### src/rtl/masked_hpc4_rand_gen.sv
// HPC4 mask-bundle generator: NUM_LANES unrolled 32-bit Galois LFSRs behind a valid/ready handshake.
// Define MASKED_RAND_HEALTH_EN to add the sticky lane health monitor driving out_error.
module masked_hpc4_rand_gen #(
  parameter int NUM_SHARES   = 2,
  parameter int BIT_WIDTH    = 4,
  parameter int WARMUP_BEATS = 16,
  localparam int NQW = (NUM_SHARES * (NUM_SHARES - 1) / 2) * BIT_WIDTH
) (
  input  logic           in_clock,
  input  logic           in_reset,
  input  logic           in_seed_valid,
  input  logic [31:0]    in_seed,
  output logic           out_seed_ready,
  output logic           out_valid,
  input  logic           in_ready,
  output logic [NQW-1:0] out_r0a,
  output logic [NQW-1:0] out_r0b,
  output logic [NQW-1:0] out_r1,
  output logic [NQW-1:0] out_r2,
  output logic [NQW-1:0] out_r3,
  output logic           out_error
);

  localparam int TOTAL     = 5 * NQW;
  localparam int NUM_LANES = (TOTAL + 31) / 32;
  localparam int CNT_W     = $clog2(NUM_LANES + 1);
  localparam int WARM_W    = (WARMUP_BEATS > 0) ? $clog2(WARMUP_BEATS + 1) : 1;
  localparam logic [31:0] POLY   = 32'h80200003;
  localparam logic [31:0] GOLDEN = 32'h9E3779B9;
  localparam logic [CNT_W-1:0] LANES_C = CNT_W'(NUM_LANES);

  typedef enum logic [1:0] {IDLE, SEED, WARMUP, RUN} state_e;

  state_e                     state_q, state_d;
  logic [CNT_W-1:0]           lane_cnt_q, lane_cnt_d;
  logic [WARM_W-1:0]          warm_cnt_q, warm_cnt_d;
  logic [NUM_LANES-1:0][31:0] lane_q, lane_d;
  logic [TOTAL-1:0]           lane_bits;
  logic [TOTAL-1:0]           bundle;
  logic                       seed_hs;
  logic                       accept;
  logic                       advance;

  function automatic logic [31:0] lfsr_beat(input logic [31:0] s);
    logic [31:0] v;
    v = s;
    for (int i = 0; i < 32; i++) begin
      v = v[0] ? ((v >> 1) ^ POLY) : (v >> 1);
    end
    return v;
  endfunction

  // An all-zero load would lock the LFSR, so it is replaced by 1.
  function automatic logic [31:0] seed_word(input logic [31:0] seed, input int k);
    logic [31:0] v;
    v = seed ^ (GOLDEN * 32'(k + 1));
    return (v == 32'h0) ? 32'h1 : v;
  endfunction

  assign out_seed_ready = (state_q == IDLE) || (state_q == SEED) || (state_q == RUN);
  assign seed_hs        = in_seed_valid && out_seed_ready;
  assign out_valid      = (state_q == RUN) && !seed_hs;
  assign accept         = out_valid && in_ready;
  assign advance        = (state_q == WARMUP) || accept;

  always_comb begin
    state_d    = state_q;
    lane_cnt_d = lane_cnt_q;
    warm_cnt_d = warm_cnt_q;
    lane_d     = lane_q;
    if (advance) begin
      for (int k = 0; k < NUM_LANES; k++) lane_d[k] = lfsr_beat(lane_q[k]);
    end
    case (state_q)
      IDLE, RUN: begin
        if (seed_hs) begin
          lane_d[0]  = seed_word(in_seed, 0);
          lane_cnt_d = CNT_W'(1);
          state_d    = SEED;
        end
      end
      SEED: begin
        if (lane_cnt_q == LANES_C) begin
          warm_cnt_d = '0;
          state_d    = (WARMUP_BEATS == 0) ? RUN : WARMUP;
        end else if (in_seed_valid) begin
          for (int k = 0; k < NUM_LANES; k++) begin
            if (lane_cnt_q == CNT_W'(k)) lane_d[k] = seed_word(in_seed, k);
          end
          lane_cnt_d = lane_cnt_q + CNT_W'(1);
        end
      end
      WARMUP: begin
        if (warm_cnt_q != WARM_W'(WARMUP_BEATS)) warm_cnt_d = warm_cnt_q + WARM_W'(1);
        if (warm_cnt_q == WARM_W'(WARMUP_BEATS - 1)) state_d = RUN;
      end
      default: state_d = IDLE;
    endcase
  end

  always_ff @(posedge in_clock) begin
    if (in_reset) begin
      state_q    <= IDLE;
      lane_cnt_q <= '0;
      warm_cnt_q <= '0;
      lane_q     <= '0;
    end else begin
      state_q    <= state_d;
      lane_cnt_q <= lane_cnt_d;
      warm_cnt_q <= warm_cnt_d;
      lane_q     <= lane_d;
    end
  end

  // Lane 0 fills the LSBs; bits of the last lane beyond TOTAL are dropped.
  for (genvar k = 0; k < NUM_LANES; k++) begin : g_lane
    localparam int LO = k * 32;
    localparam int HI = (LO + 32 > TOTAL) ? TOTAL : LO + 32;
    assign lane_bits[HI-1:LO] = lane_q[k][HI-LO-1:0];
  end

  assign bundle  = (state_q == IDLE) ? '0 : lane_bits;
  assign out_r0a = bundle[0*NQW +: NQW];
  assign out_r0b = bundle[1*NQW +: NQW];
  assign out_r1  = bundle[2*NQW +: NQW];
  assign out_r2  = bundle[3*NQW +: NQW];
  assign out_r3  = bundle[4*NQW +: NQW];

`ifdef MASKED_RAND_HEALTH_EN
  logic [NUM_LANES-1:0][31:0] hist_q, hist_d;
  logic                       error_q, error_d;

  always_comb begin
    hist_d  = hist_q;
    error_d = error_q;
    if (state_d == SEED && state_q != SEED) hist_d = '0;
    else if (accept) hist_d = lane_q;
    for (int k = 0; k < NUM_LANES; k++) begin
      if (state_q == RUN && lane_q[k] == 32'h0) error_d = 1'b1;
      if (accept && lane_q[k] == hist_q[k]) error_d = 1'b1;
    end
  end

  always_ff @(posedge in_clock) begin
    if (in_reset) begin
      hist_q  <= '0;
      error_q <= 1'b0;
    end else begin
      hist_q  <= hist_d;
      error_q <= error_d;
    end
  end

  assign out_error = error_q;
`else
  assign out_error = 1'b0;
`endif

endmodule

### config.mk
export PLATFORM = sky130hd
export DESIGN_NAME = masked_hpc4_rand_gen
export DESIGN_NICKNAME = d
export VERILOG_FILES = /design/src/rtl/masked_hpc4_rand_gen.sv
export SDC_FILE = /design/constraint.sdc
export NUM_CORES = 1
export LEC_CHECK = 0
export BUFFER_PORTS_ARGS = -buffer_cell sky130_fd_sc_hd__buf_2
export CORE_MARGIN = 4
export CORE_UTILIZATION = 30
export CTS_CLUSTER_DIAMETER = 150
export DETAILED_ROUTE_END_ITERATION = 12
export HOLD_SLACK_MARGIN = 0.06
export PLACE_DENSITY = 0.43
export SYNTH_ARGS = -nofsm -noshare
export SYNTH_HDL_FRONTEND = slang
export SYNTH_SLANG_ARGS = --single-unit
### constraint.sdc
create_clock -name in_clock -period 7.44 [get_ports in_clock]
set_clock_uncertainty 0.2 [all_clocks]
set_input_delay 0.372 -clock in_clock [delete_from_list [all_inputs] [get_ports in_clock]]
set_output_delay 0.372 -clock in_clock [all_outputs]
set_load 0.03 [all_outputs]
==> results <==
- The initialized floorplan defines 41 standard-cell rows.
- The width of the chip is 122 um.
- The dominant synthesized flop cell is dfxtp_1.
- For the worst setup path, the data required time is 7440 ps.
- The netlist area before placement is 0.00392 mm2.
- The share of the cycle needed by the critical path after routing is 48.3%.
- The count of boundary I/O pins is 59.
- The wire length on met1 is 5.93 mm.
- The number of nets in the finished design is 523.
- The fmax is 278 MHz.
- The share of synthesized area occupied by flip-flops and latches is 20.5%.
- The number of unique standard cell types used by synthesis is 60.
- TritonCTS built the clock tree.
- The number of nets handed over by synthesis was 482.
- STA classifies the critical path endpoint as a flip-flop.
- Of all nets on the critical path, the largest fanout is 8.
- The min-delay analysis places its worst path in the category in -> reg.
- The CTS clock-pin slew for the worst setup and hold paths is 70 ps.
- For this block, the routed nets add up to 12.5 mm of wire.
- Setup repair after global routing left no endpoint under its margin.
- The flow ran to the end, and the final reports show no timing, DRC or antenna violations.
- The multi-input combinational cell area is 0.00297 mm2.
- The area growth from synthesis to layout is 14.2%.
- Of all flip-flops after synthesis, the portion carrying an async set or reset was 0%.
- The biggest cell delay along the critical path is 560 ps.
- The count of buffers added on input and output ports is 57.
- Counting flops with a built-in enable in the synthesized netlist gives 0.
- The worst-skew pair later-pin latency is 290 ps.
- Max-cap violations in this run came to 0.
- The synthesized design contains 40 register bits.
- The via count of the first global-routing pass came to 3,196.
- The iteration-0 DRC count of the detailed router is 219.
- Across the whole layout, storage elements account for 801 um2.
- The type of element launching the critical path is a flip-flop.
- The total of warnings raised by yosys is 0.
- The number of hold-slack violations in the final timing report came to 0.
- The number of antenna violations at the first check in global routing came to 0.
- The wire length of the first global-routing pass is 19.0 mm.
- In this run the most critical hold path is launched from in_seed[20].
- CTS placed an instance of clkbuf_16 at the clock tree root.
- The half-perimeter wire length after detailed placement is 9.97 mm.
- The register-to-register path setup slack is 3850 ps.
- Walking the worst path, the cells encountered are xor3_2, xnor3_2, xor2_2, xnor3_1, xnor2_2, xnor3_1, or3_1, a311oi_2.
- The cell that appears most often on the critical path is xnor3_1.
- The height of the die is 122 um.
- The worst slew slack as a fraction of its limit is 50.4%.
- The pin slew with the least headroom to its limit is 737 ps.
- Detailed routing placed a total of 5.78 mm of wire on met2.
- The filler cells instantiated in the layout total 1,373.
- The die covers 0.0149 mm2.
- Entering global routing, the biggest net connects 32 pins.
- After detailed routing, the number of remaining DRC violations is 0.
- The effective utilization at floorplan is 30.8%.
- The total of hold buffers inserted after clock tree synthesis is 0.
- The final count of negative-setup-slack endpoints is 0.
- Global routing used 17.1% of the available tracks.
- The worst register-to-register path ends at lane_q[0].
- Each instance of the synthesized netlist takes up on average 8.94 um2.
- The repair_antennas step left the layout with diodes totalling 0.
- For the finished layout, the period the worst path requires is 3590 ps.
- The average wire per cell in the routed design is 19.2 um.
- The number of clock buffers added by TritonCTS is 5.
- The launch instance of the worst register-to-register path is lane_q[7].
- The type of the setup path with the least slack is reg -> reg.
- The maximum level of the CTS H-tree is 2.
- After clock tree synthesis, the setup repair step added 0 buffers.
- Summed over all layers, the global routing overflow is 0.
- The uppermost layer routed is met4.
- The ratio of routed vias to standard cells is 4.94.
- The family with the most delay on the worst path is XOR/XNOR gates.
- The number of clock sinks is 40.
- Counting both buffers and inverters, the worst setup path holds a total of 0.
- The total via count after detailed routing is 3,221.
- The number of cells on the worst reg-to-reg path is 8.
- Synthesis handed over a netlist of 438 instances.
- Of the cells placed in the final design, the portion with a size suffix greater than 1 is 18.1%.
- The signal arrival time at the worst endpoint is 3600 ps.
- The final count of pins violating max slew came to 0.
- The number of cells on the critical path is 8.
- Along the worst hold path, the cell count comes to 2.
- The slowest stage of the critical path is the dfxtp_1 cell.
- The number of nets with antenna violations after routing is 0.
- The end of the worst hold path is lane_q[20].
- The standard cell core area is 0.0127 mm2.
- The final weighted congestion of routability-driven global placement is 0.864.
- The setup TNS is 0 ps.
- The clock passes through at most 2 buffers.
- Detailed routing placed a total of 626 um of wire on met3.
- For this run, the detailed router's first-pass iteration total came to 4.
- The number of gates resized after CTS was 0.
[cell usage in the layout (no fill, tap or decap), drive strengths merged, types with 6 or more instances in the layout]
master / netlist / layout
ha: 8 / 8
buf: 12 / 60
xnor2: 79 / 79
nor2b: 20 / 20
o21ai: 16 / 16
dfxtp: 40 / 40
a21oi: 22 / 22
xnor3: 19 / 19
xor2: 33 / 33
nor2: 37 / 37
o22ai: 9 / 9
nand2: 32 / 32
inv: 9 / 9
or3: 6 / 6
[synth_stat cells (2+ instances only)]
cell | n | area [um2]
or3_1 | 6 | 37.5
ha_1 | 8 | 100
and2_1 | 2 | 12.5
a32oi_1 | 2 | 17.5
and3_1 | 3 | 18.8
buf_1 | 4 | 15.0
o32ai_1 | 2 | 17.5
xnor2_1 | 72 | 631
xor3_1 | 3 | 71.3
a21oi_1 | 22 | 110
o31ai_1 | 2 | 15.0
o21bai_1 | 2 | 15.0
or2_2 | 4 | 25.0
o21a_1 | 3 | 22.5
a21o_1 | 3 | 22.5
o22ai_1 | 9 | 56.3
nand2b_1 | 4 | 25.0
xnor2_4 | 2 | 55.1
xnor2_2 | 5 | 81.3
a311oi_1 | 4 | 35.0
inv_1 | 9 | 33.8
nand3_1 | 4 | 20.0
xor2_2 | 2 | 32.5
nand2_1 | 32 | 120
mux2i_1 | 5 | 50.1
nor2b_1 | 20 | 125
o22a_1 | 5 | 43.8
o21ai_0 | 15 | 75.1
nor4_1 | 2 | 12.5
xor2_1 | 31 | 272
dfxtp_1 | 40 | 801
nor3_1 | 5 | 25.0
nand4b_1 | 3 | 26.3
nand4_1 | 4 | 25.0
buf_2 | 6 | 30.0
xnor3_1 | 16 | 360
or4bb_1 | 2 | 22.5
a221oi_1 | 2 | 17.5
nor2_1 | 37 | 139
xnor3_2 | 3 | 71.3
clkbuf_1 | 14 | 52.6
[stage by stage]
step / cell area (um2) / instances / hold slack (ps) / worst slack [ps] / util (%)
floorplan: 3920 / 438 / 262 / 4270 / -
global placement: 4330 / 644 / 281 / 3830 / 34.0
detailed placement: 4330 / 644 / 298 / 3880 / 34.0
CTS: 4470 / 652 / 91.3 / 3850 / 35.1
global route: 4470 / 652 / 97.0 / 3710 / 35.1
finish: 4470 / 652 / 94.9 / 3850 / 35.1
[sequential cells by signal (all words and copies together), names as in the netlist]
name / flops
lane_cnt_q: 1
warm_cnt_q: 5
lane_q: 32
state_q: 2
[routing by layer]
metal	vias up	track usage [%]
li1	1579	-
met1	1548	23.9
met2	83	27.7
met3	11	2.81
met4	0	4.20
met5	-	0
[kinds of logic (layout without fill, tap and decap cells)]
kind of cell,count (synthesis),in the layout,synth area share (%)
and+or+nand+nor,134,134,17.5
AOI/OAI and AO/OA,80,80,13.4
buffers and inverters,35,77,3.83
xor gates and xnor gates,135,135,40.8
other,1,1,0.0958
adders and majority gates,8,8,2.56
muxes,5,5,1.28
DFF,40,40,20.5
[worst max-delay path by stage]
stage	from	slack, ps	end
3_5_place_dp	lane_q[7]	3880	lane_q[0]
3_3_place_gp	lane_q[7]	3830	lane_q[0]
5_1_grt	lane_q[10]	3710	lane_q[1]
6_report	lane_q[7]	3850	lane_q[0]
2_1_floorplan	lane_q[8]	4270	lane_q[0]
4_1_cts	lane_q[7]	3850	lane_q[0]
[layout make-up]
class	instances	share of cell area, %
clock buffers	5	2.80
clock inverters	3	0.420
inverters	9	0.756
multi-input cells	363	66.4
flip-flops and latches	40	17.9
well taps	172	4.82
repair buffers	60	6.89
Power is not shown: default switching activity piles up to over one toggle a cycle in this logic, so the estimate is an artifact.
